<file path="config.mk">
export PLATFORM = sky130hd
export DESIGN_NAME = circle_segment_gen
export DESIGN_NICKNAME = d
export VERILOG_FILES = /design/src/rtl/circle_pkg.sv /design/src/rtl/circle_trig_lut.sv /design/src/rtl/circle_segment_gen.sv
export SDC_FILE = /design/constraint.sdc
export NUM_CORES = 1
export LEC_CHECK = 0
export CAP_MARGIN = 20
export CORE_ASPECT_RATIO = 1.4
export CORE_MARGIN = 4
export CORE_UTILIZATION = 60
export CTS_BUF_LIST = sky130_fd_sc_hd__clkbuf_4 sky130_fd_sc_hd__clkbuf_8 sky130_fd_sc_hd__clkbuf_16
export CTS_CLUSTER_DIAMETER = 120
export DETAILED_ROUTE_END_ITERATION = 6
export GPL_TIMING_DRIVEN = 0
export PLACE_DENSITY_LB_ADDON = 0.15
export SYNTH_ARGS = -nofsm -noshare
export SYNTH_HDL_FRONTEND = slang
export SYNTH_SLANG_ARGS = --single-unit
</file>
<file path="constraint.sdc">
create_clock -name clk -period 16.2 [get_ports clk]
set_input_delay 2.43 -clock clk [delete_from_list [all_inputs] [get_ports clk]]
set_output_delay 2.43 -clock clk [all_outputs]
set_load 0.01 [all_outputs]
</file>
<file path="src/rtl/circle_pkg.sv">
// Shared constants, types and parameter checks for the circle outline generator.
package circle_pkg;

  localparam int unsigned TRIG_FRAC       = 14;
  localparam int unsigned TRIG_W          = 16;
  localparam int unsigned COORD_W_DEFAULT = 11;

  typedef logic [COORD_W_DEFAULT-1:0] coord_t;

  typedef enum logic [1:0] {
    IDLE,
    MUL,
    ADD,
    EMIT
  } state_t;

  function automatic bit n_seg_legal(input int unsigned n);
    return (n == 4) || (n == 8) || (n == 16) || (n == 36) || (n == 64);
  endfunction

endpackage

</file>
<file path="src/rtl/circle_trig_lut.sv">
// Combinational Q1.14 cos/sin lookup for vertex k of an N_SEG-gon.
module circle_trig_lut import circle_pkg::*; #(
  parameter int unsigned N_SEG = 36
) (
  input  logic [$clog2(N_SEG)-1:0] idx,
  output logic signed [TRIG_W-1:0] cos_val,
  output logic signed [TRIG_W-1:0] sin_val
);

  // 36 steps of 10 degrees, or a 64-step grid shared by all power-of-two counts.
  localparam int unsigned GRID   = (N_SEG == 36) ? 36 : 64;
  localparam int unsigned QTR    = GRID / 4;
  localparam int unsigned STRIDE = GRID / N_SEG;

  int unsigned       a_cos;
  int unsigned       a_sin;
  logic [TRIG_W-1:0] mag_cos;
  logic [TRIG_W-1:0] mag_sin;

  function automatic int unsigned fold_idx(input int unsigned a);
    if (a <= QTR)          return a;
    else if (a <= 2 * QTR) return 2 * QTR - a;
    else if (a <= 3 * QTR) return a - 2 * QTR;
    else                   return GRID - a;
  endfunction

  function automatic logic fold_neg(input int unsigned a);
    return (a > QTR) && (a < 3 * QTR);
  endfunction

  // sin(theta) is read as cos(theta - 90 degrees) from the same quarter table.
  always_comb begin
    a_cos = 32'(idx) * STRIDE;
    a_sin = (a_cos >= QTR) ? a_cos - QTR : a_cos + GRID - QTR;
  end

  if (N_SEG == 36) begin : g_grid36
    function automatic logic [TRIG_W-1:0] quarter(input int unsigned q);
      case (q)
        0:       return 16'd16384;
        1:       return 16'd16135;
        2:       return 16'd15396;
        3:       return 16'd14189;
        4:       return 16'd12551;
        5:       return 16'd10531;
        6:       return 16'd8192;
        7:       return 16'd5604;
        8:       return 16'd2845;
        default: return '0;
      endcase
    endfunction

    always_comb begin
      mag_cos = quarter(fold_idx(a_cos));
      mag_sin = quarter(fold_idx(a_sin));
    end
  end else begin : g_grid64
    function automatic logic [TRIG_W-1:0] quarter(input int unsigned q);
      case (q)
        0:       return 16'd16384;
        1:       return 16'd16305;
        2:       return 16'd16069;
        3:       return 16'd15678;
        4:       return 16'd15137;
        5:       return 16'd14449;
        6:       return 16'd13623;
        7:       return 16'd12665;
        8:       return 16'd11585;
        9:       return 16'd10394;
        10:      return 16'd9102;
        11:      return 16'd7723;
        12:      return 16'd6270;
        13:      return 16'd4756;
        14:      return 16'd3196;
        15:      return 16'd1606;
        default: return '0;
      endcase
    endfunction

    always_comb begin
      mag_cos = quarter(fold_idx(a_cos));
      mag_sin = quarter(fold_idx(a_sin));
    end
  end

  always_comb begin
    cos_val = fold_neg(a_cos) ? -$signed(mag_cos) : $signed(mag_cos);
    sin_val = fold_neg(a_sin) ? -$signed(mag_sin) : $signed(mag_sin);
  end

endmodule

</file>
<file path="src/rtl/circle_segment_gen.sv">
// Sequential circle-outline generator: computes polygon vertices from a trig LUT
// and streams the closed outline as line segments over valid/ready.
module circle_segment_gen import circle_pkg::*; #(
  parameter int unsigned COORD_W = 11,
  parameter int unsigned N_SEG   = 36
) (
  input  logic                     clk,
  input  logic                     reset_n,
  input  logic                     start,
  input  logic [COORD_W-1:0]       cx,
  input  logic [COORD_W-1:0]       cy,
  input  logic [COORD_W-1:0]       radius,
  output logic                     seg_valid,
  input  logic                     seg_ready,
  output logic [COORD_W-1:0]       x0,
  output logic [COORD_W-1:0]       y0,
  output logic [COORD_W-1:0]       x1,
  output logic [COORD_W-1:0]       y1,
  output logic [$clog2(N_SEG)-1:0] seg_idx,
  output logic                     busy,
  output logic                     done
);

  localparam int unsigned IDX_W  = $clog2(N_SEG);
  localparam int unsigned PROD_W = COORD_W + 17;
  localparam int unsigned SUM_W  = COORD_W + 2;
  localparam logic [IDX_W-1:0] LAST_IDX = IDX_W'(N_SEG - 1);
  localparam logic [IDX_W-1:0] WRAP_IDX = IDX_W'(N_SEG - 2);
  localparam logic signed [PROD_W-1:0] ROUND_HALF = PROD_W'(2 ** (TRIG_FRAC - 1));

  if (!n_seg_legal(N_SEG)) begin : g_bad_n_seg
    $error("circle_segment_gen: N_SEG must be one of 4, 8, 16, 36, 64");
  end

  state_t state;
  state_t state_n;

  logic [COORD_W-1:0]       cx_r;
  logic [COORD_W-1:0]       cy_r;
  logic [COORD_W-1:0]       rad_r;
  logic [IDX_W-1:0]         vidx;
  logic                     have_first;
  logic                     bubble;
  logic [COORD_W-1:0]       first_x;
  logic [COORD_W-1:0]       first_y;
  logic signed [PROD_W-1:0] prod_x;
  logic signed [PROD_W-1:0] prod_y;
  logic signed [TRIG_W-1:0] cos_val;
  logic signed [TRIG_W-1:0] sin_val;
  logic signed [PROD_W-1:0] rad_ext;
  logic signed [PROD_W-1:0] cos_ext;
  logic signed [PROD_W-1:0] sin_ext;
  logic [COORD_W-1:0]       vert_x;
  logic [COORD_W-1:0]       vert_y;

  circle_trig_lut #(
    .N_SEG(N_SEG)
  ) u_lut (
    .idx    (vidx),
    .cos_val(cos_val),
    .sin_val(sin_val)
  );

  // Round-half-up the Q1.14 product, offset by the centre, clamp to screen.
  function automatic logic [COORD_W-1:0] place(
    input logic signed [PROD_W-1:0] prod,
    input logic [COORD_W-1:0]       centre
  );
    logic signed [PROD_W-1:0] rounded;
    logic signed [SUM_W-1:0]  sum;
    rounded = (prod + ROUND_HALF) >>> TRIG_FRAC;
    sum     = SUM_W'(rounded) + $signed({2'b00, centre});
    if (sum[SUM_W-1])      return '0;
    else if (sum[SUM_W-2]) return '1;
    else                   return sum[COORD_W-1:0];
  endfunction

  always_comb begin
    rad_ext = PROD_W'($signed({1'b0, rad_r}));
    cos_ext = PROD_W'(cos_val);
    sin_ext = PROD_W'(sin_val);
    vert_x  = place(prod_x, cx_r);
    vert_y  = place(prod_y, cy_r);
  end

  always_ff @(posedge clk) begin
    if (!reset_n) state <= IDLE;
    else          state <= state_n;
  end

  always_comb begin
    state_n = state;
    case (state)
      IDLE:    if (start) state_n = MUL;
      MUL:     state_n = ADD;
      ADD:     state_n = have_first ? EMIT : MUL;
      EMIT:    if (seg_ready) state_n = (seg_idx == LAST_IDX) ? IDLE : MUL;
      default: state_n = IDLE;
    endcase
  end

  always_ff @(posedge clk) begin
    if (!reset_n) begin
      cx_r       <= '0;
      cy_r       <= '0;
      rad_r      <= '0;
      vidx       <= '0;
      have_first <= 1'b0;
      bubble     <= 1'b0;
      first_x    <= '0;
      first_y    <= '0;
      prod_x     <= '0;
      prod_y     <= '0;
      x0         <= '0;
      y0         <= '0;
      x1         <= '0;
      y1         <= '0;
      seg_idx    <= '0;
      seg_valid  <= 1'b0;
      busy       <= 1'b0;
      done       <= 1'b0;
    end else begin
      done <= 1'b0;
      case (state)
        IDLE: begin
          if (start) begin
            cx_r       <= cx;
            cy_r       <= cy;
            rad_r      <= radius;
            vidx       <= '0;
            have_first <= 1'b0;
            bubble     <= 1'b0;
            seg_idx    <= '0;
            busy       <= 1'b1;
          end
        end
        MUL: begin
          prod_x <= rad_ext * cos_ext;
          prod_y <= rad_ext * sin_ext;
        end
        ADD: begin
          // In the closing bubble the LUT result is dropped; x1/y1 already hold v_first.
          if (!bubble) begin
            vidx <= vidx + 1'b1;
            if (!have_first) begin
              x0         <= vert_x;
              y0         <= vert_y;
              first_x    <= vert_x;
              first_y    <= vert_y;
              have_first <= 1'b1;
            end else begin
              x1 <= vert_x;
              y1 <= vert_y;
            end
          end
          if (have_first) seg_valid <= 1'b1;
        end
        EMIT: begin
          if (seg_ready) begin
            seg_valid <= 1'b0;
            if (seg_idx == LAST_IDX) begin
              busy <= 1'b0;
              done <= 1'b1;
            end else begin
              x0      <= x1;
              y0      <= y1;
              seg_idx <= seg_idx + 1'b1;
              if (seg_idx == WRAP_IDX) begin
                x1     <= first_x;
                y1     <= first_y;
                bubble <= 1'b1;
              end
            end
          end
        end
        default: ;
      endcase
    end
  end

endmodule

</file>
==> results of run 1 <==
power groups by stage:
stage | sequential (µW) | clock [µW] | combinational, µW
after detailed placement | 470 | 0 | 1030
after global placement | 468 | 0 | 1010
after global routing | 470 | 407 | 1150
after floorplan | 465 | 0 | 680
final | 464 | 392 | 1050
after CTS | 462 | 392 | 1040
metrics by stage:
step	instances	area (µm²)
2_1_floorplan	2690	22300
3_3_place_gp	3246	23770
3_5_place_dp	3246	23770
4_1_cts	3278	24340
5_1_grt	3278	24340
6_report	3278	24340
per-layer routing:
layer | global-route usage | vias to the layer above
li1 | - | 8941
met1 | 0.3748 | 9376
met2 | 0.5770 | 770
met3 | 0.05147 | 238
met4 | 0.1782 | 0
met5 | 0 | -
layout make-up:
type                    count  area [µm²]
flip-flops and latches    146        2923
multi-input cells        1978       17190
inverters                 420        1577
clock buffers              18       432.9
repair buffers             89       890.9
well taps                 467       584.3
plain buffers             146       603.1
fillers                  3150       12320
clock inverters            14       137.6
worst max-delay path by stage:
| stage | start | endpoint | depth (start not counted) |
|---|---|---|---|
| after global placement | vidx[0] | prod_y[20] | 40 |
| after floorplan | vidx[0] | prod_y[20] | 40 |
| after detailed placement | vidx[0] | prod_y[20] | 41 |
| final | vidx[0] | prod_y[20] | 41 |
| after CTS | vidx[0] | prod_y[20] | 41 |
| after global routing | vidx[2] | prod_x[26] | 41 |
flip-flops by register name, indices dropped and copies added, names as in the netlist, 11 cells and up:
name / count
y0: 11
prod_y: 14
x0: 11
x1: 11
first_y: 11
y1: 11
rad_r: 11
prod_x: 14
first_x: 11
cy_r: 11
cx_r: 11
logic make-up after synthesis:
logic type | synth area share
DFF | 0.1311
buffers and inverters | 0.09776
xor gates and xnor gates | 0.04697
AOI/OAI and AO/OA | 0.1437
muxes | 0.009596
and+or+nand+nor | 0.1872
adders and majority gates | 0.3836
synth_stat cells (all sizes together), types with 6 or more instances:
cell type  count  area share
a211oi        11      0.0045
nand4         43       0.012
a21o          26      0.0088
a311oi         8      0.0031
ha           178        0.10
buf           21      0.0060
a21oi        161       0.037
nand2b        20      0.0059
nand3         93       0.021
xnor2         80       0.032
o22ai          6      0.0017
clkbuf       125       0.021
o31ai          6      0.0020
nor2b         27      0.0076
nand2        368       0.062
or3            9      0.0027
o211ai        59       0.020
a2111oi        6      0.0029
o21bai        17      0.0062
or2            9      0.0026
and2         142       0.040
o211a          6      0.0027
o21a           7      0.0024
dfxtp        146        0.13
nor3          30      0.0075
fa           316        0.28
o21ai        107       0.024
inv          419       0.071
mux2i         18      0.0081
and3          10      0.0028
xor2          37       0.015
nor2          87       0.015
a31oi         14      0.0053
worst register-to-register path: cells and delay by family (launching register included):
family / cells / cell delay (ns)
compound gates: 12 / 3.68
xor+xnor: 1 / 0.32
fa+ha+maj: 10 / 4.06
buf+inv: 9 / 1.48
flops: 1 / 0.44
simple gates: 9 / 2.25
==> impl_metrics.sql, run 1 <==
INSERT INTO impl_metrics (metric_group, metric, value, unit) VALUES
('run_status', 'status', 'complete, no violations', ''),
('cts', 'post_cts_resize_count', '0', ''),
('global_routing', 'grt_max_degree', '17', ''),
('min_path', 'worst_hold_path.endpoint', 'first_x[0]', ''),
('placed_design', 'place_congestion', '0.9663', ''),
('critical_path', 'number_of_cell_instances_on_the_worst_register_to_register_path', '41', ''),
('yosys', 'syn_avg_cell_area', '8.288', 'µm²'),
('timing', 'setup_ws', '3.914', 'ns'),
('detailed_routing', 'met3RoutedLength', '3.866', 'mm'),
('min_path', 'cell_depth_of_the_worst_min_delay_path', '2', ''),
('yosys', 'synth-edff-count', '0', ''),
('critical_path', 'worst_setup_path_start_kind', 'flop', ''),
('cts', 'tritoncts_clock_tree', 'done', ''),
('cts', 'post_cts_buffers', '0', ''),
('timing', 'relSlewSlack', '0.3774', ''),
('cts', 'ctsLongestPathBuffers', '2', ''),
('power', 'design_power_total', '1908', 'µW'),
('critical_path', 'timing.rr.start', 'vidx[0]', ''),
('detailed_routing', 'first_iter_violations', '1472', ''),
('timing', 'number_of_failing_hold_endpoints_at_the_final_stage', '0', ''),
('cts', 'cts-buffers-inserted', '17', ''),
('critical_path', 'crit_path_max_incr_delay', '0.74', 'ns'),
('cts', 'holdBufCountCts', '0', ''),
('power', 'pwr-share-clk', '0.206', ''),
('power', 'pwr-share-comb', '0.551', ''),
('yosys', 'syn-instance-count', '2690', ''),
('cts', 'clkLatencyLatePin', '0.46', 'ns'),
('yosys', 'synthesized_area', '0.02230', 'mm²'),
('power', 'proportion_of_total_power_due_to_net_switching', '0.4929', ''),
('yosys', 'synth_async_sr_flop_share', '0', ''),
('flow_run', 'timing.max_cap.violations', '0', ''),
('yosys', 'yosys_most_used_dff', 'sky130_fd_sc_hd__dfxtp_1', ''),
('cells_and_area', 'fin_util', '0.6640', ''),
('critical_path', 'critical_path.top_delay_family', 'adder cells', ''),
('cells_and_area', 'post_route_cells_drive_above_1_share', '0.03593', ''),
('min_path', 'hp-start', 'first_x[0]', ''),
('yosys', 'postSynthRegisterBits', '146', ''),
('detailed_routing', 'routed.top_layer', 'met4', ''),
('cts', 'clkSlewWorstSetupHoldPaths', '0.07', 'ns'),
('min_path', 'hold_path.class', 'reg -> reg', ''),
('cts', 'cts_root_buffer', 'sky130_fd_sc_hd__clkbuf_16', ''),
('placed_design', 'hpwl', '54.23', 'mm'),
('detailed_routing', 'vias_per_cell', '5.895', ''),
('critical_path', 'crit_fanout', '10', ''),
('power', 'switchingPower', '940.3', 'µW'),
('detailed_routing', 'route.antenna.remaining_nets', '0', ''),
('power', 'static-leakage-power', '0.01094', 'µW'),
('detailed_routing', 'drtPass1Iterations', '6', ''),
('detailed_routing', 'remaining_design_rule_violation_count', '0', ''),
('timing', 'rsz_0062_raised_after_global_routing', 'no', ''),
('detailed_routing', 'route.final.wire_length', '65.41', 'mm'),
('yosys', 'synth.distinct_cells', '97', ''),
('die', 'chipHeight', '236.1', 'µm'),
('detailed_routing', 'routedLengthMet1', '24.47', 'mm'),
('die', 'design.die.area', '0.04035', 'mm²'),
('critical_path', 'critPathSlowestCell', 'sky130_fd_sc_hd__nor3b_1', ''),
('yosys', 'synth_sequential_area_ratio', '0.1311', ''),
('placed_design', 'place.port_buffers', '89', ''),
('cts', 'cts.sinks', '146', ''),
('power', 'powerDensity', '78.37', 'mW/mm²'),
('global_routing', 'grt_use_total', '0.3269', ''),
('critical_path', 'timing.rr.end', 'prod_y[20]', ''),
('cts', 'cts_h_tree_lvls', '4', ''),
('global_routing', 'grt_antenna_before_repair', '0', ''),
('critical_path', 'crit_type', 'reg -> reg', ''),
('timing', 'timing.final.crit_share', '0.7584', ''),
('detailed_routing', 'wl_met2', '32.83', 'mm'),
('timing', 'period_minus_slack', '12.29', 'ns'),
('critical_path', 'timing.reg2reg.setup_slack', '3.91', 'ns'),
('timing', 'timing.fmax', '0.08140', 'GHz'),
('cells_and_area', 'antennaDiodeCount', '0', '');
(Power assumes the default switching activity.)
==> run 2, diff against run 1 <==
--- a/config.mk
+++ b/config.mk
@@ -8,7 +8,7 @@
 export CAP_MARGIN = 20
 export CORE_ASPECT_RATIO = 1.4
 export CORE_MARGIN = 4
-export CORE_UTILIZATION = 60
+export CORE_UTILIZATION = 58
 export CTS_BUF_LIST = sky130_fd_sc_hd__clkbuf_4 sky130_fd_sc_hd__clkbuf_8 sky130_fd_sc_hd__clkbuf_16
 export CTS_CLUSTER_DIAMETER = 120
 export DETAILED_ROUTE_END_ITERATION = 6
==> constraint.sdc (replaced) <==
create_clock -name clk -period 9.85 [get_ports clk]
set_input_delay 1.4775 -clock clk [delete_from_list [all_inputs] [get_ports clk]]
set_output_delay 1.4775 -clock clk [all_outputs]
set_load 0.01 [all_outputs]
==> run 2 against run 1 <==
  * Final area rose by 5.8%
  * Utilization up 1.8 points
  * Register-to-register slack worse by 3.7 ns
  * Worst setup slack got worse by 3.7 ns
  * Sequential power grew 64%
  * Non-clock buffer count up 61
  * Clock skew is 0.0030 ns higher
  * First-iteration DRC count grew 13%
  * Combinational power rose by 86%
  * Sequential share of layout area down 0.59 points
==> impl_metrics.sql, run 2 (synthesis gave the netlist of run 1 again) <==
INSERT INTO impl_metrics (metric_group, metric, value, unit) VALUES
('run_status', 'status', 'complete, no violations', ''),
('cells_and_area', 'filler_cell_count', '3067', ''),
('min_path', 'hp-start', 'first_y[1]', ''),
('cts', 'ctsLongestPathBuffers', '2', ''),
('critical_path', 'timing.rr.start', 'vidx[2]', ''),
('min_path', 'hold_path.class', 'reg -> reg', ''),
('timing', 'timing.fmax', '0.1035', 'GHz'),
('placed_design', 'place_congestion', '0.9519', ''),
('die', 'fp.dieW', '173.7', 'µm'),
('critical_path', 'timing.reg2reg.setup_slack', '0.19', 'ns'),
('die', 'io_pins', '90', ''),
('detailed_routing', 'remaining_design_rule_violation_count', '0', ''),
('power', 'design_power_total', '3381', 'µW'),
('cts', 'cts_h_tree_lvls', '4', ''),
('die', 'design.die.area', '0.04168', 'mm²'),
('detailed_routing', 'wl_per_cell', '20.02', 'µm'),
('critical_path', 'critPathSlowestCell', 'sky130_fd_sc_hd__fa_1', ''),
('cts', 'clkLatencyLatePin', '0.45', 'ns'),
('min_path', 'worst_hold_path.endpoint', 'first_y[1]', ''),
('critical_path', 'timing.rr.end', 'prod_y[17]', ''),
('cts', 'clkSlewWorstSetupHoldPaths', '0.07', 'ns'),
('timing', 'setup_ws', '0.1890', 'ns'),
('global_routing', 'grt_antenna_before_repair', '1', ''),
('critical_path', 'critPathCaptureType', 'flop', ''),
('timing', 'relSlewSlack', '0.2956', ''),
('power', 'proportion_of_total_power_due_to_net_switching', '0.4818', ''),
('cells_and_area', 'antennaDiodeCount', '0', ''),
('critical_path', 'critical-path-top-cell-by-count', 'sky130_fd_sc_hd__fa_1', ''),
('detailed_routing', 'detailroute.via_count', '19848', ''),
('critical_path', 'worst_endpoint_required_time', '10.15', 'ns'),
('power', 'pwr-share-comb', '0.578', ''),
('cells_and_area', 'layout.cells.most_common', 'sky130_fd_sc_hd__inv_1', ''),
('cts', 'tritoncts_clock_tree', 'done', ''),
('global_routing', 'grt_overflow', '0', ''),
('cells_and_area', 'post_route_cells_drive_above_1_share', '0.09854', ''),
('die', 'fp-row-count', '84', ''),
('power', 'p_seq_frac', '0.225', ''),
('critical_path', 'worst-endpoint-arrival', '9.96', 'ns'),
('cells_and_area', 'design.final.nets', '3390', ''),
('critical_path', 'crit_type', 'reg -> reg', ''),
('die', 'total_core_area', '0.03773', 'mm²'),
('cells_and_area', 'most_used_cells_in_the_layout_excluding_fill_and_tap_cells', 'sky130_fd_sc_hd__inv_1 (412), sky130_fd_sc_hd__nand2_1 (366), sky130_fd_sc_hd__fa_1 (315)', ''),
('timing', 'timing.final.crit_share', '0.9808', ''),
('timing', 'number_of_failing_hold_endpoints_at_the_final_stage', '0', ''),
('critical_path', 'crit_fanout', '8', ''),
('cells_and_area', 'layout-area-overhead-vs-synth', '15.47', '%'),
('timing', 'period_minus_slack', '9.661', 'ns'),
('timing', 'slew_violations', '0', ''),
('cells_and_area', 'fin_util', '0.6823', ''),
('cts', 'cts_root_buffer', 'sky130_fd_sc_hd__clkbuf_16', ''),
('detailed_routing', 'route.antenna.remaining_nets', '0', ''),
('power', 'static-leakage-power', '0.01156', 'µW'),
('critical_path', 'worst_setup_path_start_kind', 'flop', ''),
('placed_design', 'place.port_buffers', '89', ''),
('timing', 'report.final.setup_viol', '0', ''),
('global_routing', 'grt_pass1_vias', '20610', ''),
('detailed_routing', 'route.final.wire_length', '66.96', 'mm'),
('cells_and_area', 'largest_registers', 'prod_x x14, prod_y x14', ''),
('power', 'irDropWorstVdd', '0.1246', 'mV'),
('timing', 'timing_worst_slew_pin_value', '1.049', 'ns'),
('placed_design', 'detailed_place.area', '0.02378', 'mm²'),
('die', 'initial_core_util', '0.5909', ''),
('detailed_routing', 'vias_per_cell', '5.934', ''),
('cts', 'cts-buffers-inserted', '17', ''),
('cells_and_area', 'finish.instance_area', '0.02574', 'mm²'),
('detailed_routing', 'first_iter_violations', '1669', ''),
('flow_run', 'timing.max_cap.violations', '0', ''),
('critical_path', 'number_of_cell_instances_on_the_worst_register_to_register_path', '39', ''),
('die', 'chipHeight', '240.0', 'µm'),
('global_routing', 'grt_max_degree', '17', ''),
('timing', 'skew', '0.01714', 'ns'),
('min_path', 'cell_depth_of_the_worst_min_delay_path', '2', ''),
('placed_design', 'place_ws', '-2.257', 'ns'),
('cts', 'cts.sinks', '146', ''),
('critical_path', 'crit_path_max_incr_delay', '0.55', 'ns'),
('detailed_routing', 'drtPass1Iterations', '6', ''),
('power', 'internal-power', '1752', 'µW'),
('power', 'switchingPower', '1629', 'µW'),
('timing', 'rsz_0062_raised_after_global_routing', 'yes', ''),
('power', 'powerDensity', '131.3', 'mW/mm²'),
('placed_design', 'hpwl', '53.96', 'mm'),
('power', 'pwr-share-clk', '0.197', ''),
('global_routing', 'grt_pass1_wl', '106.9', 'mm'),
('global_routing', 'grt_use_total', '0.3201', '');
[run 2: worst max-delay path by stage]
stage	start	endpoint	slack, ns	cells after the start
floorplan	vidx[0]	prod_y[20]	0.15	40
global placement	vidx[0]	prod_y[20]	-2.08	40
detailed placement	vidx[0]	prod_y[20]	-2.26	40
CTS	vidx[0]	prod_y[20]	-0.01	43
global route	vidx[2]	prod_y[25]	-0.16	44
finish	vidx[2]	prod_y[17]	0.19	39
[run 2: metal layers]
layer / routed length [µm] / vias to the layer above / global-route usage
li1: - / 9060 / -
met1: 24740 / 9675 / 0.3653
met2: 33910 / 877 / 0.5788
met3: 4468 / 234 / 0.05458
met4: 3822 / 2 / 0.1637
met5: 18 / - / 0
[run 2: what timing repair did]
| action | CTS | global route |
|---|---|---|
| pin swaps | 20 | 70 |
| buffers inserted | 27 | 42 |
| endpoints found under the setup margin | 28 | 25 |
| hold buffers | 0 | 0 |
| gates resized for setup | 92 | 124 |
[run 2: power by group through the flow]
stage / Combinational (µW) / Clock, µW / Sequential, µW
global placement: 1660 / 0 / 769
detailed placement: 1690 / 0 / 773
floorplan: 1120 / 0 / 764
global route: 2130 / 697 / 774
CTS: 1820 / 672 / 759
finish: 1950 / 667 / 761
[run 2: per-stage QoR]
step	TNS (ns)	cells	hold WS, ns
CTS	-0.01405	3308	0.4551
floorplan	0	2690	0.4323
finish	0	3345	0.4558
global route	-1.355	3345	0.4734
detailed placement	-46.07	3252	0.4460
global placement	-40.50	3252	0.4418
[run 2: layout make-up]
cell class                      count  area [µm²]  share of cell area
Tap cell                          473       591.8             0.02299
Timing Repair Buffer              158        1429             0.05550
Buffer                            138       689.4             0.02678
Inverter                          420        1584             0.06153
Clock inverter                     15       162.7            0.006318
Multi-Input combinational cell   1978       17920              0.6962
Sequential cell                   146        2939              0.1142
Clock buffer                       17       425.4             0.01652
[run 2: worst max-delay path, delay by kind of cell (launching register included)]
family / cells / cell delay [ns]
AO/OA/AOI/OAI: 13 / 3.01
XOR/XNOR: 2 / 0.51
adder cells (fa/ha/maj): 9 / 3.50
flip-flops: 1 / 0.37
buffers and inverters: 11 / 1.31
AND/OR/NAND/NOR: 4 / 0.79
==> run 3, diff against run 2 <==
--- a/config.mk
+++ b/config.mk
@@ -17,3 +17,4 @@
 export SYNTH_ARGS = -nofsm -noshare
 export SYNTH_HDL_FRONTEND = slang
 export SYNTH_SLANG_ARGS = --single-unit
+export TNS_END_PERCENT = 10
==> constraint.sdc (replaced) <==
create_clock -name clk -period 9.85 [get_ports clk]
set_input_delay 1.4775 -clock clk [delete_from_list [all_inputs] [get_ports clk]]
set_output_delay 1.4775 -clock clk [all_outputs]
set_load 0.05 [all_outputs]
==> run 3 against run 2 <==
  * Critical endpoint unchanged
  * Final area down 0.18%
  * Clock skew up 0.00090 ns
  * Maximum frequency is 0.22% lower
  * Largest power group unchanged
  * Largest cell class unchanged
  * Wire length down 0.24%
  * Highest routed layer unchanged
  * Sequential share of layout area hardly changed
  * Global-route usage hardly changed
  * Clock power barely moved
  * Via count is 0.48% lower
  * Worst setup slack got worse by 0.021 ns
  * Flip-flop and latch count stayed put
==> impl_metrics.sql, run 3 (synthesis gave the netlist of run 1 again) <==
INSERT INTO impl_metrics (metric_group, metric, value, unit) VALUES
('critical_path', 'worst_endpoint_required_time', '10.21', 'ns'),
('critical_path', 'worst_setup_path_start_kind', 'flop', ''),
('detailed_routing', 'remaining_design_rule_violation_count', '0', ''),
('critical_path', 'critPathCaptureType', 'flop', ''),
('cts', 'ctsLongestPathBuffers', '2', ''),
('cells_and_area', 'layout.cells.non_filler', '3337', ''),
('critical_path', 'critical_path_buf_inv_count', '11', ''),
('timing', 'skew', '0.01804', 'ns'),
('critical_path', 'critical-path-top-cell-by-count', 'sky130_fd_sc_hd__fa_1', ''),
('critical_path', 'crit_fanout', '8', ''),
('global_routing', 'grt_max_degree', '17', ''),
('critical_path', 'worst-endpoint-arrival', '10.05', 'ns'),
('timing', 'relSlewSlack', '0.2743', ''),
('detailed_routing', 'first_iter_violations', '1534', ''),
('critical_path', 'critical_path.top_delay_family', 'adder cells', ''),
('detailed_routing', 'wl_per_cell', '20.02', 'µm'),
('timing', 'period_minus_slack', '9.682', 'ns'),
('global_routing', 'grt_use_total', '0.3201', ''),
('timing', 'timing.final.crit_share', '0.9830', ''),
('detailed_routing', 'route.final.wire_length', '66.80', 'mm'),
('die', 'total_core_area', '0.03773', 'mm²'),
('cells_and_area', 'area_of_combinational_cells_with_multiple_inputs', '0.01796', 'mm²'),
('cts', 'clkSlewWorstSetupHoldPaths', '0.07', 'ns'),
('critical_path', 'crit_type', 'reg -> reg', ''),
('die', 'initial_core_util', '0.5909', ''),
('cells_and_area', 'post_route_cells_drive_above_1_share', '0.09672', ''),
('cts', 'tritoncts_clock_tree', 'done', ''),
('cts', 'cts.sinks', '146', ''),
('cts', 'cts_h_tree_lvls', '4', ''),
('detailed_routing', 'drtPass1Iterations', '6', ''),
('cells_and_area', 'design.final.nets', '3382', ''),
('flow_run', 'timing.max_cap.violations', '0', ''),
('detailed_routing', 'route.antenna.remaining_nets', '0', ''),
('power', 'design_power_total', '3460', 'µW'),
('critical_path', 'critPathSlowestCell', 'sky130_fd_sc_hd__fa_1', ''),
('power', 'static-leakage-power', '0.01152', 'µW'),
('cells_and_area', 'layout-area-overhead-vs-synth', '15.26', '%'),
('cells_and_area', 'fin_util', '0.6811', ''),
('cells_and_area', 'regArea', '0.002939', 'mm²'),
('cells_and_area', 'largest_registers', 'prod_x x14, prod_y x14', ''),
('die', 'design.die.area', '0.04168', 'mm²'),
('die', 'fp.dieW', '173.7', 'µm'),
('placed_design', 'numPlacedInstances', '3252', ''),
('timing', 'timing_worst_slew_pin_value', '1.081', 'ns'),
('cells_and_area', 'antennaDiodeCount', '0', ''),
('cts', 'cts_root_buffer', 'sky130_fd_sc_hd__clkbuf_16', ''),
('cells_and_area', 'layout.cells.most_common', 'sky130_fd_sc_hd__inv_1', ''),
('min_path', 'hold_path.class', 'reg -> reg', ''),
('placed_design', 'place.port_buffers', '89', ''),
('cells_and_area', 'filler_cell_count', '3074', ''),
('detailed_routing', 'detailroute.via_count', '19753', ''),
('timing', 'slew_violations', '0', ''),
('global_routing', 'grt_overflow', '0', ''),
('die', 'io_pins', '90', ''),
('detailed_routing', 'vias_per_cell', '5.919', ''),
('die', 'fp-row-count', '84', ''),
('timing', 'rsz_0062_raised_after_global_routing', 'yes', ''),
('cts', 'cts-buffers-inserted', '17', ''),
('power', 'irDropWorstVdd', '0.1258', 'mV'),
('timing', 'number_of_failing_hold_endpoints_at_the_final_stage', '0', ''),
('timing', 'holdWs', '0.4558', 'ns'),
('run_status', 'status', 'complete, no violations', ''),
('power', 'powerDensity', '134.7', 'mW/mm²'),
('global_routing', 'grt_pass1_vias', '20609', ''),
('critical_path', 'crit_path_max_incr_delay', '0.55', 'ns'),
('global_routing', 'grt_pass1_wl', '106.9', 'mm'),
('global_routing', 'grt_antenna_before_repair', '1', ''),
('timing', 'report.final.setup_viol', '0', ''),
('cts', 'holdBufCountCts', '0', ''),
('cells_and_area', 'most_used_cells_in_the_layout_excluding_fill_and_tap_cells', 'sky130_fd_sc_hd__inv_1 (412), sky130_fd_sc_hd__nand2_1 (364), sky130_fd_sc_hd__fa_1 (315)', ''),
('placed_design', 'hpwl', '53.96', 'mm'),
('die', 'chipHeight', '240.0', 'µm'),
('timing', 'timing.fmax', '0.1033', 'GHz'),
('placed_design', 'place_congestion', '0.9519', ''),
('cts', 'clkLatencyLatePin', '0.46', 'ns');
## run 3: changes by cell type in the layout (fill, tap and decap cells not counted), sizes merged
cell and change:
buf -11, clkbuf +3
## run 3: per-stage QoR
stage	TNS [ns]	instance area, µm²	setup slack, ns
after floorplan	0	22300	0.1544
after global placement	-40.50	23780	-2.085
after detailed placement	-46.07	23780	-2.257
after CTS	-0.01405	24940	-0.01405
after global routing	-2.160	25700	-0.1880
final	0	25700	0.1675
## run 3: power by group
group	internal (µW)	switching, µW
sequential	680	80.3
combinational	696	1340
clock	360	309
total	1740	1720
## run 3: tightest hold or removal path, cell delays in order (launching register included)
cell and delay [ns]:
sky130_fd_sc_hd__dfxtp_1 0.31, sky130_fd_sc_hd__nand2_1 0.05, sky130_fd_sc_hd__a21oi_1 0.05
## run 3: worst paths after layout
path	startpoint	to	slack [ns]	depth (start not counted)
setup / recovery	vidx[2]	prod_y[17]	0.17	41
setup reg to reg	vidx[2]	prod_y[17]	0.17	41
hold / removal	first_y[1]	first_y[1]	0.46	2
hold reg to reg	first_y[1]	first_y[1]	0.46	2
## run 3: area by class of cell
cell class	count	area share
timing repair buffer	151	0.05307
tap	473	0.02303
clock inverter	15	0.006330
buffer	137	0.02620
clock buffer	17	0.01655
inverter	420	0.06164
sequential	146	0.1144
multi-input combinational	1978	0.6988
## run 3: per-layer routing
metal	GRT usage	wire (µm)
met1	0.3654	24920
met2	0.5789	33810
met3	0.05458	4245
met4	0.1635	3799
met5	0	18
## run 3: what timing repair did
item | in CTS | in global routing
hold endpoints to repair | 0 | 0
pin swaps | 20 | 67
resized for setup | 93 | 123
endpoints found under the setup margin | 28 | 25
setup buffers | 26 | 36
